$ cat config.mk
export PLATFORM = sky130hd
export DESIGN_NAME = pc_sequencer
export DESIGN_NICKNAME = d
export VERILOG_FILES = /design/src/rtl/pc_sequencer.sv
export SDC_FILE = /design/constraint.sdc
export NUM_CORES = 1
export LEC_CHECK = 0
export ABC_AREA = 1
export CORE_ASPECT_RATIO = 1.1
export CORE_MARGIN = 8
export CORE_UTILIZATION = 25
export DETAILED_ROUTE_END_ITERATION = 10
export GPL_ROUTABILITY_DRIVEN = 0
export PLACE_DENSITY = 0.56
export SLEW_MARGIN = 0
export SYNTH_ARGS = -nofsm -noshare
export SYNTH_HDL_FRONTEND = slang
export SYNTH_SLANG_ARGS = --single-unit
$ cat constraint.sdc
create_clock -name clk -period 2.1 [get_ports clk]
set_input_delay 0.42 -clock clk [delete_from_list [all_inputs] [get_ports clk]]
set_output_delay 0.42 -clock clk [all_outputs]
set_load 0.005 [all_outputs]
$ cat src/rtl/pc_sequencer.sv
// Next-PC controller: increment/branch/jump/call/return/interrupt, stall and halt.
// Define PC_SEQ_RAS_EN to build the return-address stack; without it call acts as jump and ret as increment.
//   state  | meaning
//   S_BOOT | first cycle after reset, writes RESET_VECTOR
//   S_RUN  | normal sequencing
//   S_HALT | PC frozen until resume
module pc_sequencer #(
  parameter int                WIDTH        = 16,
  parameter logic [WIDTH-1:0]  RESET_VECTOR = 16'h0000,
  parameter logic [WIDTH-1:0]  IRQ_VECTOR   = 16'h0100,
  parameter int                RAS_DEPTH    = 4
) (
  input  logic             clk,
  input  logic             reset,
  input  logic             stall,
  input  logic             branch_taken,
  input  logic [WIDTH-1:0] branch_target,
  input  logic             jump,
  input  logic             call,
  input  logic [WIDTH-1:0] jump_target,
  input  logic             ret,
  input  logic             irq,
  input  logic             irq_done,
  input  logic             halt,
  input  logic             resume,
  output logic [WIDTH-1:0] pc_in,
  output logic             pc_write_enable,
  output logic [WIDTH-1:0] pc,
  output logic             irq_ack,
  output logic             halted,
  output logic             ras_overflow,
  output logic             ras_underflow
);

  typedef enum logic [1:0] {S_BOOT, S_RUN, S_HALT} state_t;

`ifdef PC_SEQ_RAS_EN
  localparam bit RAS_EN = 1'b1;
`else
  localparam bit RAS_EN = 1'b0;
`endif

  state_t           state, state_nxt;
  logic [WIDTH-1:0] pc_nxt, pc_inc, push_val, pop_val;
  logic             we_nxt, ack_nxt, irq_enable, irq_en_nxt, push, pop;

  assign pc_inc = pc + WIDTH'(1);
  assign halted = (state == S_HALT);

  always_ff @(posedge clk or negedge reset) begin
    if (!reset) begin
      state           <= S_BOOT;
      pc              <= RESET_VECTOR;
      pc_in           <= RESET_VECTOR;
      pc_write_enable <= 1'b0;
      irq_ack         <= 1'b0;
      irq_enable      <= 1'b1;
    end else begin
      state           <= state_nxt;
      pc              <= pc_nxt;
      pc_in           <= pc_nxt;
      pc_write_enable <= we_nxt;
      irq_ack         <= ack_nxt;
      irq_enable      <= irq_en_nxt;
    end
  end

  always_comb begin
    state_nxt  = state;
    pc_nxt     = pc;
    we_nxt     = 1'b0;
    ack_nxt    = 1'b0;
    irq_en_nxt = irq_enable | irq_done;
    push       = 1'b0;
    pop        = 1'b0;
    push_val   = pc_inc;
    case (state)
      S_BOOT: begin
        state_nxt = S_RUN;
        pc_nxt    = RESET_VECTOR;
        we_nxt    = 1'b1;
      end
      S_RUN: begin
        if (halt) begin
          state_nxt = S_HALT;
        end else if (!stall) begin
          we_nxt = 1'b1;
          if (irq && irq_enable) begin
            // the interrupted instruction is saved so ret re-executes it
            pc_nxt     = IRQ_VECTOR;
            ack_nxt    = 1'b1;
            irq_en_nxt = 1'b0;
            push       = RAS_EN;
            push_val   = pc;
          end else if (ret) begin
            pop    = RAS_EN;
            pc_nxt = RAS_EN ? pop_val : pc_inc;
          end else if (call) begin
            push   = RAS_EN;
            pc_nxt = jump_target;
          end else if (jump) begin
            pc_nxt = jump_target;
          end else if (branch_taken) begin
            pc_nxt = branch_target;
          end else begin
            pc_nxt = pc_inc;
          end
        end
      end
      S_HALT: begin
        if (resume) state_nxt = S_RUN;
      end
      default: state_nxt = S_BOOT;
    endcase
  end

`ifdef PC_SEQ_RAS_EN
  localparam int PW = $clog2(RAS_DEPTH);
  localparam int CW = PW + 1;

  logic [WIDTH-1:0] ras [RAS_DEPTH];
  logic [PW-1:0]    wr_ptr;
  logic [CW-1:0]    count;

  assign pop_val = (count == '0) ? RESET_VECTOR : ras[wr_ptr - PW'(1)];

  // circular buffer: a push while full overwrites the oldest entry
  always_ff @(posedge clk or negedge reset) begin
    if (!reset) begin
      wr_ptr        <= '0;
      count         <= '0;
      ras_overflow  <= 1'b0;
      ras_underflow <= 1'b0;
    end else if (push) begin
      wr_ptr <= wr_ptr + PW'(1);
      if (count == CW'(RAS_DEPTH)) ras_overflow <= 1'b1;
      else                         count        <= count + CW'(1);
    end else if (pop) begin
      if (count == '0) begin
        ras_underflow <= 1'b1;
      end else begin
        wr_ptr <= wr_ptr - PW'(1);
        count  <= count - CW'(1);
      end
    end
  end

  always_ff @(posedge clk) begin
    if (push) ras[wr_ptr] <= push_val;
  end
`else
  logic unused_ras;
  assign pop_val       = RESET_VECTOR;
  assign ras_overflow  = 1'b0;
  assign ras_underflow = 1'b0;
  assign unused_ras    = push | pop | (^push_val) | (RAS_DEPTH != 0);
`endif

endmodule
# ---- Word level (Yosys, flattened, before mapping)
# Index checks and enable logic that the tools add are counted.
dict set report totals {
  inputBits 43
  word_cells 40
  output_inout_bits 37
  ff_bits 21
}
dict set report classes {
  n_addsub 1
  mux 22
  eq_ne 6
  n_reduce_logical 5
  bitwise_logic 1
}
# op n
set ops {}
lappend ops {{two-way mux 16 bit} 7}
lappend ops {{case mux 16 bit (2 select lines)} 1}
lappend ops {{adder 16 x 1 -> 16 bit, second input constant} 1}
lappend ops {{two-way mux 1 bit} 10}
lappend ops {{!= test 2 bit, second input constant} 4}
lappend ops {{case mux 2 bit (3 select lines)} 1}
lappend ops {{two-way mux 2 bit} 2}
lappend ops {{AND reduction 3 bit} 1}
lappend ops {{== test 2 x 1 -> 1 bit, second input constant} 1}
lappend ops {{== test 2 bit, second input constant} 1}
lappend ops {{zero test 2 bit} 1}
lappend ops {{case mux 1 bit (2 select lines)} 1}
lappend ops {{AND reduction 2 bit} 1}
lappend ops {{nonzero test 2 bit} 1}
lappend ops {{logical AND 1 bit} 1}
lappend ops {{OR 1 bit} 1}

# ---- Longest topological paths before layout
# Gate-level depths: netlist of run 1.
dict set report logic_depth {
  word_depth 9
  mapped_depth 11
  ltp_nobuf 11
}

# ---- Least setup slack after synthesis of run 1
# Ideal clock, no wire load.
dict set report synth_path {
  path_kind {register to register}
  start {register pc[1]}
  end {register pc[14]}
  setup_time_ps 65
  synth_period_minus_slack_ps 1421
  stages_incl_launch_ff 12
  t_arrival_ps 1356
  setup_slack_ps 679
  n_path_buf 0
  required_ps 2035
  path_cell_list {dfrtp_1 -> ha_1 -> nand2_1 -> nor2_1 -> nand2_1 -> o21bai_1 -> nand2_1 -> nand2_1 -> nand2_1 -> nand2_1 -> nand2_1 -> nand2_1}
}
dict set report synth_via {
  elab_chain_len 9
}
# element line
set synth_rtl {}
lappend synth_rtl {{start, declared} 28} ;# output logic [WIDTH-1:0] pc,
lappend synth_rtl {{start signal, assigned} 60} ;# pc <= pc_nxt;
lappend synth_rtl {{adder 16 x 1 -> 16 bit (*)} 47} ;# assign pc_inc = pc + WIDTH'(1);
lappend synth_rtl {{two-way mux 16 bit} 103} ;# end else if (branch_taken) begin
lappend synth_rtl {{two-way mux 16 bit} 101} ;# end else if (jump) begin
lappend synth_rtl {{two-way mux 16 bit} 98} ;# end else if (call) begin
lappend synth_rtl {{two-way mux 16 bit (*)} 95} ;# end else if (ret) begin
lappend synth_rtl {{two-way mux 16 bit (*)} 88} ;# if (irq && irq_enable) begin
lappend synth_rtl {{two-way mux 16 bit (*)} 86} ;# end else if (!stall) begin
lappend synth_rtl {{two-way mux 16 bit (*)} 84} ;# if (halt) begin
lappend synth_rtl {{case mux 16 bit (2 select lines) (*)} 77} ;# case (state)
# Every way passes the cells marked *; elsewhere a longest branch is shown, timed or not. The select of a mux whose other input is x is not followed.
# A chain may end at the register's enable or synchronous reset.

# ---- Worst setup path in the final report of run 1
dict set report layout_path {
  start {register state[0]}
  end {output port halted}
}
dict set report layout_via {
  elab_chain_len 1
}
# element line
set layout_rtl {}
lappend layout_rtl {{start, declared} 43} ;# state_t state, state_nxt;
lappend layout_rtl {{start signal, assigned} 59} ;# state <= state_nxt;
lappend layout_rtl {{== test 2 bit} 48} ;# assign halted = (state == S_HALT);
lappend layout_rtl {{end, declared} 30} ;# output logic halted,
# Every way passes these cells.

==> results.json, run 1 <==
{
  "grt_max_degree": 22,
  "tns_ns": 0,
  "synth_common_cells": "nand2_1 (97), nor2_1 (30), inv_1 (23)",
  "yosys-top-cells-area": "dfrtp_1 (29%), nand2_1 (21%), buf_4 (7.8%), nor2_1 (6.5%), a21oi_1 (5.8%)",
  "crit_family": "buffers and inverters",
  "antenna_found_initial": 0,
  "slew_violations": 0,
  "synth_cell_types": 29,
  "setup_viol": 0,
  "synth_top_area_share": 0.290,
  "cts_max_level": 1,
  "rsz0062_at_grt": "no",
  "wl_per_cell_microns": 13.9,
  "hold_ws_ns": 0.491,
  "drc_errors": 0,
  "final_nets": 387,
  "synth_flop_cell": "dfrtp_1",
  "cts_setup_buffers": 0,
  "synth_area_per_cell_sq_um": 6.31,
  "crit_fanout": 5,
  "track_usage": 0.125,
  "fp.dieH_microns": 103,
  "antenna_cells": 0,
  "slowest_delay_ns": 0.50,
  "path_cells": "nor2_1 > clkdlybuf4s50_1",
  "synth_top_area_cell": "dfrtp_1",
  "dr_total_vias": 1944,
  "power_leakage_nw": 1.12,
  "end_kind": "output port",
  "stdcell_count": 424,
  "ys_ff_latch": 21,
  "cap_violations": 0,
  "multi_input_area_sq_um": 942,
  "start_util": 0.261,
  "vdd_drop_max_mv": 0.364,
  "fmax_ghz": 0.571,
  "p_per_area_nw_per_um2": 881,
  "finalCoreUtilization": 0.386,
  "hold_violations": 0,
  "place_inst": 420,
  "ys_seq_area_frac": 0.305,
  "min_path_type": "primary input to asynchronous set/reset pin",
  "path_buf_inv": 1,
  "yosysWarningCount": 0,
  "cts.sinks": 21,
  "fill_cells": 709,
  "cts-buffers-inserted": 3,
  "layout_min_cycle_time_ns": 1.75,
  "synthesis.area_sq_um": 1730,
  "grt_pass1_vias": 1960,
  "register_area_sq_um": 527,
  "cp.arrival_ns": 1.33,
  "status": "completed",
  "ioPinCount": 80,
  "clockBufferDepth": 2,
  "antenna_left": 0,
  "hold_buffers": 0,
  "gr-total-overflow": 0,
  "synth_edf_count": 0,
  "cpMaxStageDelayCell": "clkdlybuf4s50_1",
  "async_reset_ff_frac": 1.00,
  "yosysMostFrequentCell": "nand2_1",
  "rows": 31,
  "crit_required_ns": 1.68,
  "die_area_sq_um": 9830,
  "fin_skew_ns": 0.0135,
  "portBuffers": 77,
  "first_pass_iters": 4,
  "die_x_microns": 95.3,
  "grt_pass1_wl_mm": 9.67,
  "p_total_w": 0.00225,
  "drive_gt1_frac": 0.0760,
  "postSynthCellCount": 274,
  "cts-root-buf": "clkbuf_8",
  "totalWireLength_mm": 5.90,
  "syn_to_final_growth_pct": 48.0,
  "drtIter0Drc": 112,
  "dp_hpwl_mm": 4.79,
  "cts_resized": 0,
  "vias_per_cell": 4.58,
  "critPathLaunchType": "flip-flop",
  "cts_tree": "done",
  "core_area_sq_um": 6630,
  "clock_latency_ns": 0.27,
  "path_class": "flip-flop to output port",
  "post-route-period-util": 0.833,
  "cts.clk_slew.worst_paths_ns": 0.09
}
-- per-stage QoR --
stage                     setup slack (ns)  area (sq um)
final                                0.350          2560
after global routing                 0.157          2560
after CTS                            0.343          2560
after detailed placement             0.275          2510
after global placement               0.292          2510
after floorplan                      0.679          1730
-- layout make-up --
type,count,share of cell area
clock buffers,3,0.0161
well taps,82,0.0401
flip-flops and latches,21,0.206
clock inverters,1,0.00196
inverters,25,0.0367
repair buffers,87,0.331
multi-input cells,205,0.368
-- worst paths after layout --
| check | startpoint | end | slack, ns | cells after the start |
|---|---|---|---|---|
| hold reg to reg | irq_enable$_DFF_PN1_ | irq_ack$_DFF_PN0_ | 0.55 | 2 |
| min in group clk | irq_enable$_DFF_PN1_ | irq_ack$_DFF_PN0_ | 0.55 | 2 |
| setup reg to reg | pc[0]$_DFFE_PN0P_ | pc[14]$_DFFE_PN0P_ | 0.36 | 11 |
| hold / removal | reset | state[0]$_DFFE_PN0P_ | 0.49 | 2 |
| setup / recovery | state[0]$_DFFE_PN0P_ | halted | 0.35 | 2 |
| max in group asynchronous | reset | irq_enable$_DFF_PN1_ | 1.33 | 2 |
-- flip-flops by register name, summed over array words and instances, names as in the netlist --
register and cells:
irq_ack 1, irq_enable 1, pc 16, pc_write_enable 1
state 2
-- layer usage --
metal  GRT usage  part of all wire  up-vias
li1            -                 -     1000
met1       0.160              0.45      878
met2       0.208              0.46       60
met3      0.0253             0.076        6
met4      0.0325             0.012        0
met5           0                 0        -
-- cells in the final DEF, fill, tap and decap left out, drive strengths merged, types with 2 or more instances in the layout --
cell type / count
buf: 10
inv: 25
nor3: 3
dfrtp: 20
o22ai: 5
a22oi: 2
or2: 2
o211ai: 3
o21bai: 3
nand4: 4
nand2: 98
conb: 2
nand3: 11
clkbuf: 3
o21ai: 18
a21oi: 20
clkdlybuf4s50: 77
nor2: 32
-- report_power, final --
group | total, W | internal [W] | switching, W
Combinational | 0.00121 | 0.000684 | 0.000524
Sequential | 0.000764 | 0.000549 | 0.000215
Clock | 0.000282 | 0.000133 | 0.000149
Total | 0.00225 | 0.00137 | 0.000888
-- cell families after synthesis --
group,count (synthesis),synth area share
xor gates and xnor gates,1,0.00507
AOI/OAI and AO/OA,51,0.174
buffers and inverters,49,0.152
and+or+nand+nor,150,0.355
DFF,21,0.305
other,1,0.00217
adders and majority gates,1,0.00724
Note: power is estimated with default switching activity, not from simulation.
==> inputs of run 2 (changes only) <==
Settings changed: PLACE_DENSITY 0.56 to 0.58.
Clock period 2.1 ns to 1.6 ns, I/O delays scaled along.
==> run 2 against run 1 <==
Net effect:
- global-route usage hardly changed
- critical path depth decreased by 1
- sequential share of layout area is 1.0 points lower
- die area is the same
- final area is 8.1% higher
- register-to-register slack worse by 0.29 ns
- first-iteration DRC count fell by 7.1%
- sequential power grew 26%
- setup slack got worse by 0.30 ns
==> results.json, run 2 (synthesized netlist as in run 1, its figures left out) <==
{
  "p_per_area_nw_per_um2": 1150,
  "ioPinCount": 80,
  "grt_max_degree": 22,
  "swShare": 0.387,
  "dp_hpwl_mm": 4.95,
  "clockBufferDepth": 2,
  "fill_cells": 698,
  "path_buf_inv": 1,
  "top_layer": "met4",
  "die_x_microns": 95.3,
  "totalWireLength_mm": 6.11,
  "die_area_sq_um": 9830,
  "cts.clk_slew.worst_paths_ns": 0.09,
  "wl_met3_microns": 407,
  "wl_met1_mm": 2.60,
  "status": "completed",
  "post-route-period-util": 0.968,
  "antenna_found_initial": 0,
  "first_pass_iters": 4,
  "top_regs": "pc: 16 flops, state: 2 flops",
  "gr-total-overflow": 0,
  "path_cells": "clkdlybuf4s50_1",
  "seqPwrFrac": 0.303,
  "pwr-share-comb": 0.581,
  "layout_min_cycle_time_ns": 1.55,
  "min_path_type": "primary input to asynchronous set/reset pin",
  "crit_fanout": 7,
  "setup_viol": 0,
  "cts_max_level": 1,
  "drtIter0Drc": 104,
  "r2r_cells": 8,
  "register_area_sq_um": 541,
  "rsz0062_at_grt": "yes",
  "core_area_sq_um": 6630,
  "tns_ns": 0,
  "cts_tree": "done",
  "dr_total_vias": 2024,
  "antenna_cells": 0,
  "final_nets": 405,
  "largest_reg_flops": 16,
  "grt_pass1_vias": 2068,
  "multi_input_area_sq_um": 975,
  "grt_pass1_wl_mm": 9.68,
  "start_util": 0.261,
  "end_kind": "output port",
  "drc_errors": 0,
  "cpMaxStageDelayCell": "clkdlybuf4s50_1",
  "drive_gt1_frac": 0.169,
  "cts-buffers-inserted": 3,
  "hold_violations": 0,
  "cts.sinks": 21,
  "fin_skew_ns": 0.00410,
  "critPathLaunchType": "flip-flop",
  "fmax_ghz": 0.646,
  "layout_commonest_cell": "nand2_1",
  "antenna_left": 0,
  "cp_num_cells": 1,
  "wl_per_cell_microns": 13.8,
  "cts-root-buf": "clkbuf_8",
  "cap_violations": 0,
  "rows": 31,
  "fp.dieH_microns": 103,
  "slowest_delay_ns": 0.53,
  "syn_to_final_growth_pct": 60.0,
  "path_class": "flip-flop to output port",
  "vias_per_cell": 4.58,
  "clock_latency_ns": 0.26,
  "vdd_drop_max_mv": 0.525,
  "power_leakage_nw": 1.26,
  "p_int_w": 0.00195,
  "p_clk_frac": 0.116,
  "slew_violations": 0,
  "layout_common_cells": "nand2_1 (96), clkdlybuf4s50_1 (70), nor2_1 (26), buf_4 (26), inv_1 (22)",
  "cp.arrival_ns": 1.23,
  "portBuffers": 77,
  "largest-register": "pc",
  "crit_family": "buffers and inverters",
  "crit_required_ns": 1.28,
  "power_switching_w": 0.00123,
  "finalCoreUtilization": 0.417,
  "route.met2.wl_mm": 3.06,
  "track_usage": 0.125
}
## run 2: cell types whose count changed in the layout (fill, tap and decap cells not counted), moves of 2 or more
| cell | delta |
|---|---|
| buf_12 | +2 |
| dfrtp_2 | +11 |
| nor2_1 | -4 |
| dlymetal6s2s_1 | +3 |
| dfrtp_1 | -11 |
| clkdlybuf4s50_1 | -7 |
| nor2_4 | +2 |
| buf_4 | +16 |
| nor2_2 | +2 |
| dlygate4sd2_1 | +4 |
## run 2: final timing paths
check	start	to	slack, ns
worst max register to register	pc[4]$_DFFE_PN0P_	pc[9]$_DFFE_PN0P_	0.07
worst max-delay path	pc[13]$_DFFE_PN0P_	pc[13]	0.05
worst min register to register	pc[14]$_DFFE_PN0P_	pc[14]$_DFFE_PN0P_	0.57
max in group asynchronous	reset	irq_enable$_DFF_PN1_	0.91
min in group clk	pc[14]$_DFFE_PN0P_	pc[14]$_DFFE_PN0P_	0.57
worst min-delay path	reset	state[0]$_DFFE_PN0P_	0.41
## run 2: per-layer routing
metal,GRT usage,vias to the layer above
met2,0.231,69
met1,0.146,914
met5,0,-
li1,-,1037
met3,0.0238,4
met4,0.0228,0
## run 2: power groups by stage
stage          registers, W  logic (W)  clock network [W]
3_5_place_dp       0.000976    0.00177                  0
6_report           0.000963    0.00185           0.000368
3_3_place_gp       0.000977    0.00176                  0
4_1_cts            0.000953    0.00183           0.000376
2_1_floorplan      0.000954   0.000857                  0
5_1_grt             0.00101    0.00203           0.000388
## run 2: area by class of cell
class / count / share of cell area
inverters: 25 / 0.0339
multi-input cells: 205 / 0.352
flip-flops and latches: 21 / 0.195
well taps: 82 / 0.0371
clock buffers: 4 / 0.0163
repair buffers: 105 / 0.365
## run 2: metrics by stage
stage               area [sq um]  std cells  setup slack, ns  hold slack, ns  total power (W)
floorplan                   1730        275            0.179          0.0244          0.00181
global placement            2640        434          -0.0625           0.559          0.00273
detailed placement          2640        434          -0.0818           0.565          0.00275
CTS                         2720        442          0.00271           0.420          0.00316
global route                2770        442         -0.00912           0.438          0.00343
finish                      2770        442           0.0512           0.407          0.00318
## run 2: what timing repair did
| item | in CTS | in global routing |
|---|---|---|
| pin swaps | 0 | 1 |
| endpoints found under the setup margin | 13 | 25 |
| gates resized for setup | 8 | 20 |
| endpoints found under the hold margin | 0 | 0 |
| buffers inserted | 4 | 0 |
| hold buffers | 0 | 0 |
==> inputs of run 3 (changes only) <==
Settings changed: CORE_ASPECT_RATIO 1.1 to 0.7, CORE_UTILIZATION 25 to 30, PLACE_DENSITY 0.58 to 0.67, RECOVER_POWER from default to 50.
==> run 3 against run 2 <==
Net effect:
- via count fell by 1.2%
- combinational power fell by 8%
- utilization rose by 5.9 points
- critical path type unchanged
- hold slack improved by 0.15 ns
- non-clock buffer count fell by 10
- clock skew rose by 0.0035 ns
- largest power group unchanged
- final area fell by 3.0%
==> results.json, run 3 (synthesized netlist as in run 1, its figures left out) <==
{
  "status": "completed",
  "cts_tree": "done",
  "core_area_sq_um": 5640,
  "rsz0062_at_grt": "yes",
  "rows": 23,
  "cts.clk_slew.worst_paths_ns": 0.09,
  "p_per_area_nw_per_um2": 1150,
  "stdcell_count": 425,
  "vias_per_cell": 4.71,
  "hold_violations": 0,
  "path_buf_inv": 1,
  "antenna_left": 0,
  "grt_pass1_vias": 1976,
  "portBuffers": 77,
  "met3_usage": 0.0419,
  "relSlewSlack": 0.640,
  "cts-buffers-inserted": 3,
  "path_cells": "clkdlybuf4s50_1",
  "fmax_ghz": 0.634,
  "drive_gt1_frac": 0.157,
  "busiest_layer": "met2",
  "ioPinCount": 80,
  "max_slew.worst_pin.slew_ns": 0.540,
  "track_usage": 0.133,
  "met2_usage": 0.205,
  "setup_viol": 0,
  "syn_to_final_growth_pct": 55.2,
  "die_area_sq_um": 8480,
  "vdd_drop_max_mv": 0.445,
  "drtIter0Drc": 117,
  "antenna_found_initial": 0,
  "layout_commonest_cell": "nand2_1",
  "start_util": 0.306,
  "r2r-start": "pc[1]$_DFFE_PN0P_",
  "drc_errors": 0,
  "gr-total-overflow": 0,
  "final_cell_area_sq_um": 2680,
  "dr_total_vias": 2000,
  "grt_use_met1": 0.172,
  "fp.dieH_microns": 79.5,
  "top_regs": "pc: 16 flops, state: 2 flops",
  "cap_violations": 0,
  "layout_min_cycle_time_ns": 1.58,
  "crit_start": "pc[4]$_DFFE_PN0P_",
  "antenna_cells": 0,
  "clockBufferDepth": 2,
  "fin_skew_ns": 0.00757,
  "crit_family": "buffers and inverters",
  "crit_fanout": 6,
  "path_class": "flip-flop to output port",
  "placed_cell_area_sq_um": 2550,
  "grt_pass1_wl_mm": 9.44,
  "finalCoreUtilization": 0.476,
  "cts_max_level": 1,
  "totalWireLength_mm": 5.83,
  "clock_latency_ns": 0.27,
  "slowest_delay_ns": 0.54,
  "cpMaxStageDelayCell": "clkdlybuf4s50_1",
  "final_nets": 395,
  "grt_max_degree": 22,
  "dp_hpwl_mm": 4.61,
  "critPathLaunchType": "flip-flop",
  "cts-root-buf": "clkbuf_8",
  "largest_reg_flops": 16,
  "post-route-period-util": 0.986,
  "place_inst": 418,
  "layout_common_cells": "nand2_1 (96), clkdlybuf4s50_1 (69), nor2_1 (25)",
  "p_total_w": 0.00308,
  "cp.arrival_ns": 1.26,
  "power_leakage_nw": 1.18,
  "min_path_type": "primary input to asynchronous set/reset pin",
  "largest-register": "pc",
  "first_pass_iters": 4,
  "end_kind": "output port",
  "wl_per_cell_microns": 13.7,
  "crit_required_ns": 1.28,
  "slew_violations": 0,
  "die_x_microns": 107,
  "cts.sinks": 21
}
[run 3: worst register-to-register path, cell delays in order (launching register included)]
cell and delay [ns]:
dfrtp_1 0.36, ha_2 0.20, nand3_1 0.14, nor2_2 0.17, nand2_1 0.11, o21ai_0 0.19
nand3_1 0.11, nand2_1 0.07, nand2_1 0.05, o21ai_0 0.06
[run 3: final cells by class]
type | count | area [sq um]
fill | 583 | 2960
multi-input combinational | 205 | 987
timing repair buffer | 95 | 920
sequential | 21 | 542
inverter | 25 | 93.8
tap | 75 | 93.8
clock buffer | 3 | 41.3
clock inverter | 1 | 5.00
[run 3: per-stage QoR]
step,hold slack (ns),setup slack (ns),setup TNS (ns)
finish,0.553,0.0217,0
global route,0.603,-0.0581,-0.221
CTS,0.418,0.00234,0
detailed placement,0.548,-0.131,-1.35
global placement,0.546,-0.0847,-0.870
floorplan,0.0244,0.179,0
[run 3: repair_timing]
action / 4_1_cts / 5_1_grt
cloned: 0 / 0
endpoints found under the hold margin: 0 / 0
gates resized for setup: 6 / 24
hold buffers: 0 / 0
setup endpoints to repair: 11 / 24
pin swaps: 0 / 5
setup buffers: 1 / 2
[run 3: where the power goes]
| part | internal [W] | leakage (nW) | switching, W | total, W |
|---|---|---|---|---|
| sequential | 0.000742 | 0.260 | 0.000260 | 0.00100 |
| combinational | 0.000948 | 0.894 | 0.000758 | 0.00171 |
| clock | 0.000174 | 0.0255 | 0.000200 | 0.000374 |
| total | 0.00186 | 1.18 | 0.00122 | 0.00308 |
[run 3: path summary, 6_finish.rpt]
| path | endpoint | slack (ns) | cells past startpoint |
|---|---|---|---|
| min reg2reg | pc[14]$_DFFE_PN0P_ | 0.56 | 2 |
| min | state[0]$_DFFE_PN0P_ | 0.55 | 2 |
| max | pc_in[4] | 0.02 | 1 |
| max in group asynchronous | pc[6]$_DFFE_PN0P_ | 0.65 | 2 |
| max reg2reg | pc[10]$_DFFE_PN0P_ | 0.06 | 9 |
| min in group clk | pc[14]$_DFFE_PN0P_ | 0.56 | 2 |
[run 3: routing by layer]
layer | up-vias | part of all wire
met1 | 873 | 0.47
met5 | - | 0
met3 | 13 | 0.11
li1 | 1019 | -
met4 | 0 | 0.017
met2 | 95 | 0.41
==> edit 1: new RTL, flow settings as in run 1 <==
The localparam `RAS_EN` goes from 1'b0 to 1'b1.
--- a/src/rtl/pc_sequencer.sv
+++ b/src/rtl/pc_sequencer.sv
@@ -38,5 +38,5 @@
   localparam bit RAS_EN = 1'b1;
 `else
-  localparam bit RAS_EN = 1'b0;
+  localparam bit RAS_EN = 1'b1;
 `endif
 
Function: changed (Yosys sat finds a counterexample within 4 cycles, from zero or initial values and one cycle with reset low).
==> edit 1 against run 1 <==
Core utilization decreased by 0.61 points. Sequential cell count unchanged. Largest power group unchanged. Combinational power decreased by 45%. Routed wire length shrank 4.3%. Area after synthesis is 1.4% lower. Clock power is 4% lower. Critical path depth stayed put. Total power shrank 33%. Setup slack lost 31 ps. Final area decreased by 2.2%.
==> edit 1: results (changes against run 1) <==
Status -> complete, no violations
Buffering overhead -> 0.3320 (+0.001276)
Mux contribution to synthesized area -> 0 (unchanged)
Fillers -> 714 (+0.71%)
Count of input and output buffers -> 77 (unchanged)
Clkbuf count -> 4 (+1)
Ranking of synthesized cells by area -> dfrtp_1, nand2_1, nor2_1
Final setup skew -> 1.298 ps (-12.23 ps)
Hold/Removal Path Class -> input port to async pin
1st-iter DRT viols -> 89 (-21%)
Clk_lat worst skew -> 260 ps
Layout clock area frac -> 0.01800 (-0.0001018)
Vias/cell -> 4.433 (-3.3%)
Register area share after synthesis -> 0.3091 (+0.004253)
# clock sinks -> 21 (unchanged)
Synth top cells by count -> nand2_1, nor2_1, inv_1
H-tree depth -> 1 (unchanged)
Achievable clock frequency -> 0.5616 GHz (-1.7%)
R2R Setup Slk -> 550 ps (+190 ps)
Post-CTS Setup Repair Bufs -> 0 (unchanged)
Worst Setup SP -> state[0]
First-pass GRT wire length -> 9.011 mm (-6.8%)
CTS buffer count -> 3 (unchanged)
Share of layout cells above drive strength 1 -> 0.08511 (+0.009083)
IR Drop Worst-Case VDD -> 0.3132 mV (-14%)
Primary FF master, synth -> dfrtp_1
Post-synth cell types -> 31 (+6.9%)
Pre-CTS setup slack -> 251.6 ps (-22.95 ps)
Nets@finish -> 374 (-3.4%)
Resized Gates After CTS -> 0 (unchanged)
1st-pass router iterations -> 5 (+1)
Crit path to -> halted
Signal buffers -> 85 (-2.3%)
Nonclk inv count -> 24 (-4.0%)
Final HPWL DP -> 4.532 mm (-5.4%)
Worst R2R Start -> pc[0]
Worst EP arrival -> 1360 ps (+30 ps)
Sequential cell area share -> 0.2105 (+0.004531)
Largest fanout on the critical path -> 6 (+1)
Biggest regs -> pc: 16 flops, state: 2 flops
Cell count after synthesis -> 263 (-4.0%)
Multi-input gates -> 195 (-4.9%)
Compound-Gate Fraction of Synth Area -> 0.1101 (-0.06365)
Pin count of the biggest net entering global routing -> 22 (unchanged)
Detailed-route via count -> 1822 (-6.3%)
Crit Reg-Reg Endpoint -> pc[10]
Adder-cell area share of the yosys netlist -> 0.007342 (+0.0001010)
Average wire per standard cell -> 13.73 um (-1.3%)
Synth Warn # -> 0 (unchanged)
Clock transition at the registers of the reported paths -> 80 ps
GRT Util Overall -> 0.1165 (-0.008496)
Initial antenna violation count -> 0 (unchanged)
Clock Path Buffers -> 2 (unchanged)
Post-synthesis xor/xnor area fraction -> 0.01542 (+0.01035)
CTS root buf -> clkbuf_8
Area of the multi-input gates -> 907.1 um^2 (-3.7%)
Leakage Power -> 1.052 nW (-5.7%)
Cells on worst reg2reg path -> 8 (-3)
Placed cells -> 407 (-3.1%)
-- edit 1: changes by cell type after synthesis, moves of 3 or more --
cell     before  now
nor2_1       30   40
nand3_1      11   15
nand2_2       0    3
nand2_1      97   87
o22ai_1       4    0
a21oi_1      20    1
-- edit 1: how the worst min path moves through the flow --
stage | endpoint | cells after the start | slack, ps
after global placement | irq_ack | 2 | 530
final | pc[0] | 2 | 520
after global routing | pc[7] | 2 | 540
after CTS | pc[4] | 2 | 520
after detailed placement | irq_ack | 2 | 540
after floorplan | irq_ack | 0 | 120
-- edit 1: power by group --
part	internal, mW	total, mW	switching [mW]
registers	0.482	0.585	0.103
logic	0.360	0.661	0.302
clock network	0.135	0.270	0.135
-- edit 1: worst max-delay path, stage by stage, from the launching register on --
cell and delay (ps):
dfrtp_1 440, nor2_1 140, clkdlybuf4s50_1 520
-- edit 1: stage by stage --
| step | cell area [um^2] | hold slack, ps | power [mW] | util |
|---|---|---|---|---|
| 6_report | 2502 | 520.8 | 1.517 | 0.3795 |
| 5_1_grt | 2502 | 541.7 | 1.632 | 0.3795 |
| 4_1_cts | 2502 | 519.8 | 1.543 | 0.3795 |
| 3_5_place_dp | 2457 | 539.2 | 1.263 | 0.3727 |
| 3_3_place_gp | 2457 | 528.9 | 1.258 | 0.3727 |
| 2_1_floorplan | 1708 | 124.4 | 0.8958 | - |
-- edit 1: routing by layer --
| layer | up-vias | wire length, um | track usage |
|---|---|---|---|
| met4 | 0 | 48 | 0.03005 |
| met1 | 809 | 2463 | 0.1442 |
| met5 | - | 0 | 0 |
| met3 | 4 | 545 | 0.03423 |
| met2 | 66 | 2586 | 0.1922 |
| li1 | 943 | - | - |
==> edit 2: new RTL, config.mk and constraints of run 1 <==
Made on the original files. Put one more register stage on the output `irq_ack`, cleared by the reset. The value now appears one clock later. The other outputs are not delayed to match.
--- a/src/rtl/pc_sequencer.sv
+++ b/src/rtl/pc_sequencer.sv
@@ -35,4 +35,6 @@
   typedef enum logic [1:0] {S_BOOT, S_RUN, S_HALT} state_t;
 
+  logic irq_ack_s0;
+
 `ifdef PC_SEQ_RAS_EN
   localparam bit RAS_EN = 1'b1;
@@ -54,5 +56,5 @@
       pc_in           <= RESET_VECTOR;
       pc_write_enable <= 1'b0;
-      irq_ack         <= 1'b0;
+      irq_ack_s0      <= 1'b0;
       irq_enable      <= 1'b1;
     end else begin
@@ -61,5 +63,5 @@
       pc_in           <= pc_nxt;
       pc_write_enable <= we_nxt;
-      irq_ack         <= ack_nxt;
+      irq_ack_s0      <= ack_nxt;
       irq_enable      <= irq_en_nxt;
     end
@@ -157,3 +159,11 @@
 `endif
 
+  always_ff @(posedge clk or negedge reset) begin
+    if (!reset) begin
+      irq_ack <= '0;
+    end else begin
+      irq_ack <= irq_ack_s0;
+    end
+  end
+
 endmodule
Check against the original RTL: not equivalent (a bounded check fails within 4 cycles, from zero or initial values and one cycle with reset low).
==> edit 2 against run 1 <==
Routed wire length decreased by 0.68%. Maximum frequency shrank 0.83%. Area after synthesis rose by 5.6%. Sequential cell count up 1. Total power decreased by 12%. Final area increased by 4.0%. Setup slack lost 15 ps. Register-to-register slack worse by 20 ps. Largest power group unchanged.
==> edit 2: results (changes against run 1) <==
Status -> complete, no violations
Pin count of the biggest net entering global routing -> 23 (+4.5%)
GRT Util Overall -> 0.1102 (-0.01480)
Detailed-route via count -> 1918 (-1.3%)
WL met1 -> 2.639 mm (about the same)
Cell Area, Placed -> 0.002587 mm^2 (+3.0%)
IR Drop Worst-Case VDD -> 0.2905 mV (-20%)
Number of global-route vias before repair -> 2055 (+4.8%)
1st-iter DRT viols -> 132 (+18%)
Biggest regs -> pc: 16 flops, state: 2 flops
Register area share after synthesis -> 0.3023 (-0.002590)
Final HPWL DP -> 4.781 mm (-0.23%)
Post-CTS Setup Repair Bufs -> 0 (unchanged)
Fin cells -> 431 (+1.7%)
Clk_lat worst skew -> 270 ps (about the same)
Routing usage on met1 -> 0.1299 (-0.02981)
First-pass GRT wire length -> 9.577 mm (-0.99%)
Final setup skew -> 2.972 ps (-10.56 ps)
M3 GR Usage -> 0.03070 (+0.005428)
Synth top cells by count -> nand2_1, nor2_1, inv_1
CTS buffer count -> 3 (unchanged)
Share of layout cells above drive strength 1 -> 0.09827 (+0.02224)
Routed wl met3 -> 426 um (-5.1%)
Ranking of synthesized cells by area -> dfrtp_1, nand2_1, buf_4
Syn_area_per_cell -> 6.473 um^2 (+2.7%)
Met2 usage -> 0.1880 (-0.02042)
Leakage Power -> 1.106 nW (-0.89%)
Pre-CTS setup slack -> 153.5 ps (-121.0 ps)
WL met2 -> 2.693 mm (-1.7%)
Post-synth cell types -> 32 (+10%)
edit 2: changes by cell type after synthesis, moves of 3 or more:
| cell | delta |
|---|---|
| nor2_1 | +3 |
| o21ai_1 | +3 |
| a21oi_2 | +3 |
| nand2_1 | -8 |
| nand2_2 | +4 |
edit 2: layout make-up:
| cell class | instances | area, um^2 |
|---|---|---|
| Clock buffer | 3 | 41.29 |
| Clock inverter | 1 | 30.03 |
| Fill cell | 762 | 4388 |
| Inverter | 25 | 93.84 |
| Multi-Input combinational cell | 209 | 997.2 |
| Sequential cell | 22 | 551.8 |
| Tap cell | 85 | 106.4 |
| Timing Repair Buffer | 86 | 838.3 |
edit 2: final timing paths:
| path | from | slack, ps | depth (start not counted) | endpoint |
|---|---|---|---|---|
| hold reg to reg | irq_ack_s0 | 350 | 0 | irq_ack |
| hold / removal | irq_ack_s0 | 350 | 0 | irq_ack |
| setup reg to reg | pc[1] | 340 | 10 | pc[10] |
| min in group asynchronous | reset | 510 | 2 | pc[13] |
| setup / recovery | state[0] | 340 | 2 | halted |
| max in group asynchronous | reset | 1310 | 2 | irq_enable |
edit 2: kinds of logic after synthesis:
| group | count (synthesis) | share of synthesized area |
|---|---|---|
| and+or+nand+nor | 148 | 0.3413 |
| AOI/OAI and AO/OA | 54 | 0.1748 |
| buffers and inverters | 52 | 0.1535 |
| DFF | 22 | 0.3023 |
| xor gates and xnor gates | 4 | 0.01919 |
| adders and majority gates | 1 | 0.006853 |
| other | 1 | 0.002054 |
edit 2: report_power, final:
part / internal (mW) / leakage [nW] / switching, mW
combinational: 0.491 / 0.776 / 0.421
clock: 0.255 / 0.0357 / 0.154
sequential: 0.525 / 0.294 / 0.139
total: 1.27 / 1.11 / 0.713
